### config.mk
export PLATFORM = sky130hd
export DESIGN_NAME = wptr_full_gen_flat
export DESIGN_NICKNAME = d
export VERILOG_FILES = /design/src/rtl/wptr_full_gen_pkg.sv /design/src/rtl/wptr_full_gen_if.sv /design/src/rtl/wptr_full_gen_gray2bin_conv.sv /design/src/rtl/wptr_full_gen.sv /design/src/flat_wrapper.sv
export SDC_FILE = /design/constraint.sdc
export NUM_CORES = 1
export LEC_CHECK = 0
export ABC_AREA = 1
export ABC_CLOCK_PERIOD_IN_PS = 1500
export CORE_MARGIN = 5
export CORE_UTILIZATION = 38
export DETAILED_ROUTE_END_ITERATION = 7
export PLACE_DENSITY = 0.72
export REMOVE_ABC_BUFFERS = 1
export SYNTH_ARGS = -nofsm -noshare
export SYNTH_HDL_FRONTEND = slang
export SYNTH_HIERARCHICAL = 1
export SYNTH_SLANG_ARGS = --single-unit
### constraint.sdc
create_clock -name clk -period 1.5 [get_ports clk]
set_input_delay 0.225 -clock clk [delete_from_list [all_inputs] [get_ports clk]]
set_output_delay 0.225 -clock clk [all_outputs]
set_load 0.01 [all_outputs]
### src/rtl/wptr_full_gen_pkg.sv
// ----------------------------------------------------------------------------
// wptr_full_gen_pkg
// Shared async-FIFO helpers used by both pointer generators:
//   - fifo_depth      : depth derived from the address width
//   - bin2gray        : binary -> Gray
//   - gray2bin        : Gray -> binary
//   - gray_full_match : Gray "full" compare (MSB and MSB-1 inverted)
// The functions work on a fixed maximum width. Callers zero-extend their
// pointers into ptr_max_t and truncate the result. Zero upper bits do not
// change the lower bits of either Gray conversion.
// ----------------------------------------------------------------------------
package wptr_full_gen_pkg;

    localparam int PTR_MAX_W = 32;

    typedef logic [PTR_MAX_W-1:0] ptr_max_t;

    function automatic int fifo_depth(input int addrsize);
        return 1 << addrsize;
    endfunction

    function automatic ptr_max_t bin2gray(input ptr_max_t bin);
        return bin ^ (bin >> 1);
    endfunction

    function automatic ptr_max_t gray2bin(input ptr_max_t gray);
        ptr_max_t bin;
        bin[PTR_MAX_W-1] = gray[PTR_MAX_W-1];
        for (int i = PTR_MAX_W - 2; i >= 0; i--) begin
            bin[i] = bin[i+1] ^ gray[i];
        end
        return bin;
    endfunction

    // Two Gray pointers that are exactly one depth apart differ only in
    // their two top bits. All lower bits are equal.
    function automatic logic gray_full_match(input ptr_max_t gray_local,
                                             input ptr_max_t gray_remote,
                                             input int       addrsize);
        ptr_max_t top_two_mask;
        top_two_mask = ptr_max_t'(3) << (addrsize - 1);
        return gray_local == (gray_remote ^ top_two_mask);
    endfunction

endpackage

### src/rtl/wptr_full_gen_if.sv
// ----------------------------------------------------------------------------
// wptr_full_gen_if
// Write-side bundle of the async FIFO.
//   winc         : write request from the client
//   wq2_rptr     : Gray read pointer, already synchronized into the write clock
//   wptr         : registered Gray write pointer, sent to the read-domain sync
//   waddr        : memory write address
//   wen          : memory write enable
//   wfull        : registered full flag
//   wovf         : sticky overflow flag
//   walmost_full : registered almost-full flag (only with WPTR_ALMOST_FULL_EN)
// Modports:
//   master : the write-side environment (client + synchronizer)
//   slave  : the pointer/flag generator
// ----------------------------------------------------------------------------
interface wptr_full_gen_if #(
    parameter int ADDRSIZE = 4
);
    logic                winc;
    logic [ADDRSIZE:0]   wq2_rptr;
    logic [ADDRSIZE:0]   wptr;
    logic [ADDRSIZE-1:0] waddr;
    logic                wen;
    logic                wfull;
    logic                wovf;
`ifdef WPTR_ALMOST_FULL_EN
    logic                walmost_full;
`endif

    modport master (
        output winc, wq2_rptr,
        input  wptr, waddr, wen, wfull, wovf
`ifdef WPTR_ALMOST_FULL_EN
        , input walmost_full
`endif
    );

    modport slave (
        input  winc, wq2_rptr,
        output wptr, waddr, wen, wfull, wovf
`ifdef WPTR_ALMOST_FULL_EN
        , output walmost_full
`endif
    );

endinterface

### src/rtl/wptr_full_gen_gray2bin_conv.sv
// ----------------------------------------------------------------------------
// gray2bin_conv
// Combinational Gray-to-binary converter of parameterizable width.
// Each binary bit is the XOR of all Gray bits at or above it.
//   i_gray : Gray-coded input
//   o_bin  : binary output
// ----------------------------------------------------------------------------
module gray2bin_conv #(
    parameter int WIDTH = 5
) (
    input  logic [WIDTH-1:0] i_gray,
    output logic [WIDTH-1:0] o_bin
);

    for (genvar i = 0; i < WIDTH; i++) begin : g_bit
        assign o_bin[i] = ^i_gray[WIDTH-1:i];
    end

endmodule

### src/rtl/wptr_full_gen.sv
// ----------------------------------------------------------------------------
// wptr_full_gen
// Write-side pointer and full-flag generator for the asynchronous FIFO.
// It owns the binary write counter and the registered Gray write pointer.
// It also computes the full flag from the synchronized read pointer.
// Optional feature macro: WPTR_ALMOST_FULL_EN adds the walmost_full output.
// The add-on is a registered "level >= depth - AFULL_THRESH" flag.
// Ports:
//   clk   : write-domain clock
//   rst_n : asynchronous active-low reset
//   bus   : wptr_full_gen_if.slave (winc, wq2_rptr in; wptr, waddr, wen,
//           wfull, wovf[, walmost_full] out)
// ----------------------------------------------------------------------------
module wptr_full_gen
    import wptr_full_gen_pkg::*;
#(
    parameter int ADDRSIZE     = 4,
    parameter int AFULL_THRESH = 2
) (
    input  logic            clk,
    input  logic            rst_n,
    wptr_full_gen_if.slave  bus
);

    localparam int PTR_W = ADDRSIZE + 1;
    localparam int DEPTH = fifo_depth(ADDRSIZE);

    // Elaboration-time guard on the parameter ranges.
    if (ADDRSIZE < 2) begin : g_bad_addrsize
        $error("wptr_full_gen: ADDRSIZE must be >= 2");
    end
    if (AFULL_THRESH < 1 || AFULL_THRESH > DEPTH - 1) begin : g_bad_thresh
        $error("wptr_full_gen: AFULL_THRESH must be in 1..DEPTH-1");
    end

    logic [PTR_W-1:0] r_wbin;
    logic [PTR_W-1:0] r_wptr;
    logic             r_wfull;
    logic             r_wovf;

    logic             w_wen;
    logic [PTR_W-1:0] w_wbinnext;
    logic [PTR_W-1:0] w_wgraynext;
    logic             w_full_next;

    // A write that arrives while full is dropped. The pointer then holds.
    assign w_wen       = bus.winc & ~r_wfull;
    assign w_wbinnext  = r_wbin + PTR_W'(w_wen);   // natural modulo-2^PTR_W wrap
    assign w_wgraynext = PTR_W'(bin2gray(ptr_max_t'(w_wbinnext)));

    // The compare uses the next pointer, so full rises on the same edge that
    // accepts the last write.
    assign w_full_next = gray_full_match(ptr_max_t'(w_wgraynext),
                                         ptr_max_t'(bus.wq2_rptr), ADDRSIZE);

    // NOTE: sequential state uses non-blocking assignments. All flops then
    // sample the pre-edge values, whatever order the statements are in.
    always_ff @(posedge clk or negedge rst_n) begin
        if (!rst_n) begin
            r_wbin  <= '0;
            r_wptr  <= '0;
            r_wfull <= 1'b0;
            r_wovf  <= 1'b0;
        end else begin
            r_wbin  <= w_wbinnext;
            r_wptr  <= w_wgraynext;
            r_wfull <= w_full_next;
            if (bus.winc && r_wfull) begin
                r_wovf <= 1'b1;
            end
        end
    end

    // wptr comes straight from a flop, so the far domain never sees a glitch.
    assign bus.wptr  = r_wptr;
    assign bus.waddr = r_wbin[ADDRSIZE-1:0];
    assign bus.wen   = w_wen;
    assign bus.wfull = r_wfull;
    assign bus.wovf  = r_wovf;

`ifdef WPTR_ALMOST_FULL_EN
    localparam logic [PTR_W-1:0] AFULL_LEVEL = PTR_W'(DEPTH - AFULL_THRESH);

    logic [PTR_W-1:0] w_rbin;
    logic [PTR_W-1:0] w_wlevel;
    logic             r_walmost_full;

    gray2bin_conv #(
        .WIDTH (PTR_W)
    ) u_rptr_g2b (
        .i_gray (bus.wq2_rptr),
        .o_bin  (w_rbin)
    );

    // Occupancy seen from the write side. It is pessimistic, like full,
    // because the read pointer lags.
    assign w_wlevel = w_wbinnext - w_rbin;

    always_ff @(posedge clk or negedge rst_n) begin
        if (!rst_n) begin
            r_walmost_full <= 1'b0;
        end else begin
            r_walmost_full <= (w_wlevel >= AFULL_LEVEL);
        end
    end

    assign bus.walmost_full = r_walmost_full;
`endif

endmodule
### src/flat_wrapper.sv
// flat-port wrapper written by rule: the top's interface ports become plain ports
module wptr_full_gen_flat import wptr_full_gen_pkg::*;
#(
    parameter int ADDRSIZE     = 4,
    parameter int AFULL_THRESH = 2
)
  (clk, rst_n, bus_winc, bus_wq2_rptr, bus_wptr, bus_waddr, bus_wen, bus_wfull, bus_wovf);
  wptr_full_gen_if #(.ADDRSIZE(ADDRSIZE)) bus_i ();
  input  logic clk;
  input  logic rst_n;
  input wire logic [$bits(bus_i.winc)-1:0] bus_winc;
  input wire logic [$bits(bus_i.wq2_rptr)-1:0] bus_wq2_rptr;
  output wire logic [$bits(bus_i.wptr)-1:0] bus_wptr;
  output wire logic [$bits(bus_i.waddr)-1:0] bus_waddr;
  output wire logic [$bits(bus_i.wen)-1:0] bus_wen;
  output wire logic [$bits(bus_i.wfull)-1:0] bus_wfull;
  output wire logic [$bits(bus_i.wovf)-1:0] bus_wovf;
  assign bus_i.winc = bus_winc;
  assign bus_i.wq2_rptr = bus_wq2_rptr;
  assign bus_wptr = bus_i.wptr;
  assign bus_waddr = bus_i.waddr;
  assign bus_wen = bus_i.wen;
  assign bus_wfull = bus_i.wfull;
  assign bus_wovf = bus_i.wovf;
  wptr_full_gen #(.ADDRSIZE(ADDRSIZE), .AFULL_THRESH(AFULL_THRESH)) u_core (.clk(clk), .rst_n(rst_n), .bus(bus_i));
endmodule
==> results of run 1 <==
[per-stage QoR]
step / area, um2 / power (uW) / instances
3_3_place_gp: 840 / 1770 / 113
5_1_grt: 996 / 2470 / 125
3_5_place_dp: 840 / 1800 / 113
2_1_floorplan: 569 / 1220 / 70
6_report: 996 / 2270 / 125
4_1_cts: 926 / 2140 / 121
[cells by family after synthesis]
kind of cell / synth area share
DFF: 0.474
and+or+nand+nor: 0.345
xor gates and xnor gates: 0.0604
AOI/OAI and AO/OA: 0.0129
buffers and inverters: 0.0646
adders and majority gates: 0.0431
[power by group through the flow]
stage                     Clock [uW]  Sequential (uW)  Combinational [uW]
after floorplan                    0              631                 594
after global placement             0              556                1210
after detailed placement           0              561                1240
after CTS                        205              543                1390
after global routing             224              563                1680
final                            201              536                1530
[how the worst max path moves through the flow]
| stage | cells past startpoint | startpoint | endpoint |
|---|---|---|---|
| final | 10 | u_core/bus.wfull | u_core/bus.wfull |
| after CTS | 7 | u_core/bus.wfull | u_core/bus.wfull |
| after global placement | 12 | bus_winc | u_core/bus.wfull |
| after floorplan | 10 | u_core/bus.wfull | u_core/bus.wfull |
| after global routing | 11 | u_core/bus.wfull | u_core/bus.wfull |
| after detailed placement | 12 | bus_winc | u_core/bus.wfull |
[cells in the mapped netlist]
cell type and instances:
a21o_1 1, buf_6 1, clkinv_1 1, dfrtp_1 11, ha_1 2, inv_1 6, nand2_1 26, nand2_2 2
nand3_1 8, nand3b_1 1, nand4_1 4, nor2_1 3, nor2_2 1, xnor2_1 2, xor2_1 2
[registers in the layout (all words and copies together) (netlist names)]
register / cells
u_core/bus.wfull: 1
u_core/bus.wovf: 1
u_core/bus.wptr: 4
u_core/r_wbin: 5
[worst register-to-register path, delay by kind of cell (launching register included)]
family                     cells  cell delay, ns
DFF                            1            0.39
adders and majority gates      2            0.39
and+or+nand+nor                8            0.73
[layout make-up]
cell class	instances	area share
timing repair buffer	35	0.314
tap	16	0.0201
inverter	7	0.0264
multi-input combinational	52	0.334
sequential	11	0.279
clock buffer	4	0.0264
[repair_timing]
item                       4_1_cts  5_1_grt
pin swaps                        5       10
hold endpoints to repair         0        0
buffers inserted                 4        4
setup endpoints to repair        8        6
resized for setup               14       11
cloned                           0        0
[placed cells by master, fill, tap and decap left out]
cell type and n:
xor2_1 2, dfrtp_1 9, dfrtp_2 2, clkdlybuf4s50_1 13, ha_4 1, nand3_4 1, nand3_2 1, buf_4 17
a21o_1 1, xnor2_1 2, nor2_2 1, nand3_1 6, nand3b_1 1, nor2_4 1, nand2_4 2, ha_2 1
dlygate4sd2_1 2, nand2_2 6, nand4_1 4, inv_1 6, clkbuf_4 3, clkbuf_1 1, nand2_1 20, clkinv_1 1
nor2_1 2, dlymetal6s2s_1 3
[routing by layer]
metal | track usage | vias up
met3 | 0.0153 | 2
met2 | 0.200 | 13
met5 | 0 | -
met4 | 0.0673 | 0
met1 | 0.142 | 279
li1 | - | 304
==> impl_metrics.py, run 1 <==
metrics = {
    "run_status": {
        "outcome": "finished, violations left",
        "violations": "setup timing",
    },
    "detailed_routing": {
        "detail_route.iter0.violations": 9,
        "drcViolationCount": 0,
        "wire_per_inst_um": 11.2,
        "viasPerCell": 4.78,
        "drt_first_pass_iters": 5,
        "drt-total-wl_um": 1400,
        "wl_met2_um": 704,
        "postRouteAntennaNets": 0,
        "wl_met1_um": 614,
        "wl_met3_um": 54,
        "routed-via-count": 598,
        "highest_layer": "met4",
    },
    "placement": {
        "post-dp-hpwl_um": 981,
        "place_congestion": 0.743,
        "pre_cts_slack_ns": -0.622,
        "port_buffers": 19,
    },
    "die": {
        "io_pins": 20,
        "initial_core_util": 0.395,
        "fp.dieArea_um2": 2410,
        "die_y_um": 49.1,
        "die_w_um": 49.1,
        "num_rows": 14,
        "coreArea_um2": 1470,
    },
    "logic_synthesis": {
        "synth_largest_area_cell": "dfrtp_1",
        "synth.top_cell.area_share": 0.474,
        "synth_cell_types": 15,
        "netlist_area_um2": 581,
        "postSynthCellCount": 71,
        "yosysSeqAreaShare": 0.474,
        "synth_area_per_cell_um2": 8.18,
        "synth_area_leaders": "dfrtp_1, nand2_1, nand3_1",
        "ys_ff_latch": 11,
        "synth_warnings": 6,
    },
    "worst_setup_path": {
        "critical_path_class": "reg -> reg",
        "worstReg2RegEnd": "u_core/bus.wfull",
        "cp_data_required_time_ns": 1.66,
        "cp_top_family": "simple AND/OR/NAND/NOR gates",
        "r2r_cells": 10,
        "crit_chain": "nor2_2 > ha_2 > ha_4 > nand4_1 > nand2_4 > nand2_1 > nand3b_1 > nand2_1 > nand2_1 > nor2_1",
        "cp_slowest_cell": "dfrtp_1",
        "crit_buf_inv": 0,
        "reg2reg_slack_ns": -0.10,
        "r2r_start": "u_core/bus.wfull",
        "critPathCaptureType": "flop",
        "max_stage_delay_ns": 0.39,
        "cp.arrival_ns": 1.76,
        "crit_path_frequent_cell": "nand2_1",
        "cp-start-kind": "flop",
        "cp_max_fo": 6,
    },
    "cells_and_area": {
        "finish.net_count": 120,
        "area_growth_pct": 71.6,
        "fin_util": 0.677,
        "final_layout_size_suffix_gt1_frac": 0.330,
        "multi_input_area_um2": 333,
        "diodes": 0,
        "seqCellArea_um2": 278,
        "fillers": 118,
    },
    "pwr": {
        "power_frac_comb": 0.675,
        "irDropWorstVdd_mv": 1.12,
        "internal-power_uw": 1340,
        "seq_power_share": 0.236,
        "power_switching_uw": 928,
        "p_clk_frac": 0.088,
        "p_per_area_nw_per_um2": 2280,
        "swShare": 0.409,
        "p_leak_uw": 0.000522,
    },
    "global_routing": {
        "overflow": 0,
        "track_usage": 0.119,
        "antenna_found_initial": 0,
        "grt_max_degree": 12,
        "grt_pass1_vias": 567,
        "grt_pass1_wl_um": 2280,
    },
    "timing": {
        "fin_crit_sh": 1.07,
        "tightest_slew_ns": 0.508,
        "setup_viol": 2,
        "fmax_mhz": 624,
        "slew_headroom": 0.660,
        "hold_viol": 0,
        "skew_ns": 0.00277,
        "rsz0062_at_grt": "true",
        "min_period_ns": 1.60,
        "finalWorstSetupSlack_ns": -0.103,
        "slew_violations": 0,
        "fin_tns_setup_ns": -0.106,
        "holdWs_ns": 0.297,
    },
    "clock_network": {
        "clk_path_buf_depth": 2,
        "clock_latency_ns": 0.26,
        "tritoncts": "built",
        "cts_max_level": 1,
        "holdBufCountCts": 0,
        "cts_made_buffers": 3,
        "clk_pin_slew_ns": 0.07,
        "clock-sinks": 11,
        "cts_root_buffer": "clkbuf_4",
    },
    "min_path": {
        "hp-class": "in -> async",
    },
    "flow_run": {
        "drv_cap": 0,
    },
}
No activity file was read; power rests on OpenSTA's default activity.
==> inputs of run 2 (changes only) <==
--- a/config.mk
+++ b/config.mk
@@ -6,13 +6,12 @@
 export NUM_CORES = 1
 export LEC_CHECK = 0
 export ABC_AREA = 1
-export ABC_CLOCK_PERIOD_IN_PS = 1500
+export ABC_CLOCK_PERIOD_IN_PS = 1570
 export CORE_MARGIN = 5
-export CORE_UTILIZATION = 38
+export CORE_UTILIZATION = 40
 export DETAILED_ROUTE_END_ITERATION = 7
-export PLACE_DENSITY = 0.72
+export PLACE_DENSITY = 0.71
 export REMOVE_ABC_BUFFERS = 1
 export SYNTH_ARGS = -nofsm -noshare
 export SYNTH_HDL_FRONTEND = slang
-export SYNTH_HIERARCHICAL = 1
 export SYNTH_SLANG_ARGS = --single-unit
==> constraint.sdc (replaced) <==
create_clock -name clk -period 1.57 [get_ports clk]
set_input_delay 0.2355 -clock clk [delete_from_list [all_inputs] [get_ports clk]]
set_output_delay 0.2355 -clock clk [all_outputs]
set_load 0.01 [all_outputs]
==> run 2 against run 1 <==
Against the previous run:
- the run now ends clean
- via count shrank 4.3%
- die area shrank 0.87%
- design area is the same
- critical path type unchanged
- non-clock buffer count shrank 5
- setup slack gained 0.11 ns
- combinational power is essentially flat
- first-iteration DRC count shrank 11%
- sequential power grew 3%
==> impl_metrics.py, run 2 <==
metrics = {
    "clock_network": {
        "cts_max_level": 1,
        "clock-sinks": 11,
        "cts_made_buffers": 3,
        "clk_pin_slew_ns": 0.07,
        "tritoncts": "built",
        "clock_latency_ns": 0.27,
        "clk_path_buf_depth": 2,
        "cts_root_buffer": "clkbuf_4",
        "holdBufCountCts": 0,
    },
    "cells_and_area": {
        "top_register": "u_core.r_wbin",
        "area_growth_pct": 64.8,
        "largest_reg_flops": 5,
        "final_cell_mix": "nand2_1, clkdlybuf4s50_1, buf_4",
        "diodes": 0,
        "final_layout_size_suffix_gt1_frac": 0.352,
        "layout_commonest_cell": "nand2_1",
        "finish.net_count": 119,
    },
    "worst_setup_path": {
        "cp.arrival_ns": 1.77,
        "cp_top_family": "simple AND/OR/NAND/NOR gates",
        "crit_chain": "nor2_2 > ha_2 > ha_4 > nand3_2 > nand2_2 > nand2_4 > nand2_1 > nand3b_1 > nand2_1 > nand2_1 > nor2_1",
        "critical_path_class": "reg -> reg",
        "max_stage_delay_ns": 0.39,
        "cp-start-kind": "flop",
        "critPathCaptureType": "flop",
        "cp_data_required_time_ns": 1.77,
        "crit_path_frequent_cell": "nand2_1",
        "reg2reg_slack_ns": 0.003,
        "cp_num_cells": 11,
        "crit_buf_inv": 0,
        "cp_max_fo": 5,
        "r2r_cells": 11,
        "cp_slowest_cell": "dfrtp_1",
    },
    "pwr": {
        "irDropWorstVdd_mv": 1.31,
        "swShare": 0.413,
        "p_leak_uw": 0.000499,
        "internal-power_uw": 1350,
        "seq_power_share": 0.239,
        "p_clk_frac": 0.082,
        "p_per_area_nw_per_um2": 2310,
        "power_uw": 2300,
        "power_frac_comb": 0.679,
        "power_switching_uw": 953,
    },
    "min_path": {
        "hold_depth": 2,
        "hp-class": "in -> reg",
    },
    "die": {
        "initial_core_util": 0.411,
        "die_w_um": 48.9,
        "fp.dieArea_um2": 2390,
        "coreArea_um2": 1470,
        "num_rows": 14,
        "die_y_um": 48.9,
        "io_pins": 20,
    },
    "timing": {
        "setup_viol": 0,
        "fin_crit_sh": 0.998,
        "slew_headroom": 0.680,
        "tightest_slew_ns": 0.479,
        "slew_violations": 0,
        "finalWorstSetupSlack_ns": 0.00342,
        "min_period_ns": 1.57,
        "skew_ns": 0.00469,
        "fmax_mhz": 638,
        "rsz0062_at_grt": "true",
        "hold_viol": 0,
    },
    "logic_synthesis": {
        "yosys.area_share.simple": 0.346,
        "synth_largest_area_cell": "dfrtp_1",
        "netlist_area_um2": 604,
        "ys.flop_type": "dfrtp_1",
        "synth_cell_types": 17,
        "yosysSeqAreaShare": 0.455,
        "synth_top_family_by_area": "simple AND/OR/NAND/NOR gates",
        "synth.top_cell.area_share": 0.455,
        "synth_area_per_cell_um2": 8.06,
        "postSynthCellCount": 75,
        "synth_adder_area_share": 0.0414,
        "ys_ff_latch": 11,
        "synthArstFlopShare": 1.00,
        "yosys-top-cells-count": "nand2_1, dfrtp_1, inv_1, nand3_1, nand4_1",
        "synth_compound_area_frac": 0.0124,
        "synthXorXnorAreaFrac": 0.0704,
        "synthMuxAreaShare": 0,
        "synth_area_leaders": "dfrtp_1, nand2_1, inv_1",
        "synth-edff-count": 0,
        "synth_warnings": 0,
        "yosysMostFrequentCell": "nand2_1",
    },
    "detailed_routing": {
        "drt-total-wl_um": 1370,
        "drcViolationCount": 0,
        "viasPerCell": 4.61,
        "postRouteAntennaNets": 0,
        "drt_first_pass_iters": 4,
        "wire_per_inst_um": 11.1,
        "routed-via-count": 572,
        "detail_route.iter0.violations": 8,
    },
    "run_status": {
        "outcome": "finished clean",
    },
    "global_routing": {
        "overflow": 0,
        "antenna_found_initial": 0,
        "track_usage": 0.118,
        "grt_pass1_wl_um": 2220,
        "grt_max_degree": 12,
        "grt_pass1_vias": 533,
    },
    "flow_run": {
        "drv_cap": 0,
    },
    "placement": {
        "pre_cts_slack_ns": -0.557,
        "port_buffers": 19,
        "place_congestion": 0.799,
        "post-dp-hpwl_um": 1020,
    },
}
[run 2: cell count changes in the layout (fill, tap and decap cells not counted), sizes merged]
cell | previous run | this run
nand3 | 8 | 5
inv | 6 | 9
dlymetal6s2s | 3 | 2
buf | 17 | 11
nand2 | 28 | 33
clkinv | 1 | 0
clkdlybuf4s50 | 13 | 15
[run 2: cells by family after synthesis]
logic type,Yosys count
AOI/OAI and AO/OA,1
and+or+nand+nor,47
DFF,11
buffers and inverters,10
xor gates and xnor gates,4
adders and majority gates,2
[run 2: final timing paths]
kind | startpoint | to
min | bus_winc | u_core.bus.wovf
max reg2reg | u_core.bus.wfull | u_core.bus.wfull
max in group asynchronous | rst_n | u_core.r_wbin[2]
max | u_core.bus.wfull | u_core.bus.wfull
min in group asynchronous | rst_n | u_core.r_wbin[1]
min reg2reg | u_core.bus.wovf | u_core.bus.wovf
[run 2: power by group through the flow]
stage	Sequential [uW]	Clock, uW	Combinational, uW
floorplan	598	0	646
global placement	525	0	1250
detailed placement	531	0	1280
CTS	537	197	1330
global route	574	213	1710
finish	551	189	1560
[run 2: what timing repair did]
action | CTS | global route
endpoints found under the setup margin | 6 | 5
resized for setup | 8 | 20
pin swaps | 1 | 11
buffers inserted | 0 | 5
[run 2: stage by stage]
step,setup TNS [ns],instance area [um2],std cells,utilization,hold slack (ns)
detailed placement,-2.47,856,116,0.582,0.451
global route,-0.114,996,124,0.677,0.226
finish,0,996,124,0.677,0.208
CTS,-0.106,901,120,0.612,0.300
floorplan,-0.331,593,74,-,-0.0601
global placement,-2.21,856,116,0.582,0.442
[run 2: cell type report]
class	instances	area, um2
Tap cell	16	20.0
Sequential cell	11	278
Clock buffer	4	26.3
Multi-Input combinational cell	54	357
Fill cell	118	475
Timing Repair Buffer	30	279
Inverter	9	36.3
[run 2: layer usage]
layer  wire [um]  track usage
met4          24       0.0942
met3          55      0.00612
met5           0            0
met1         589        0.142
met2         704        0.191
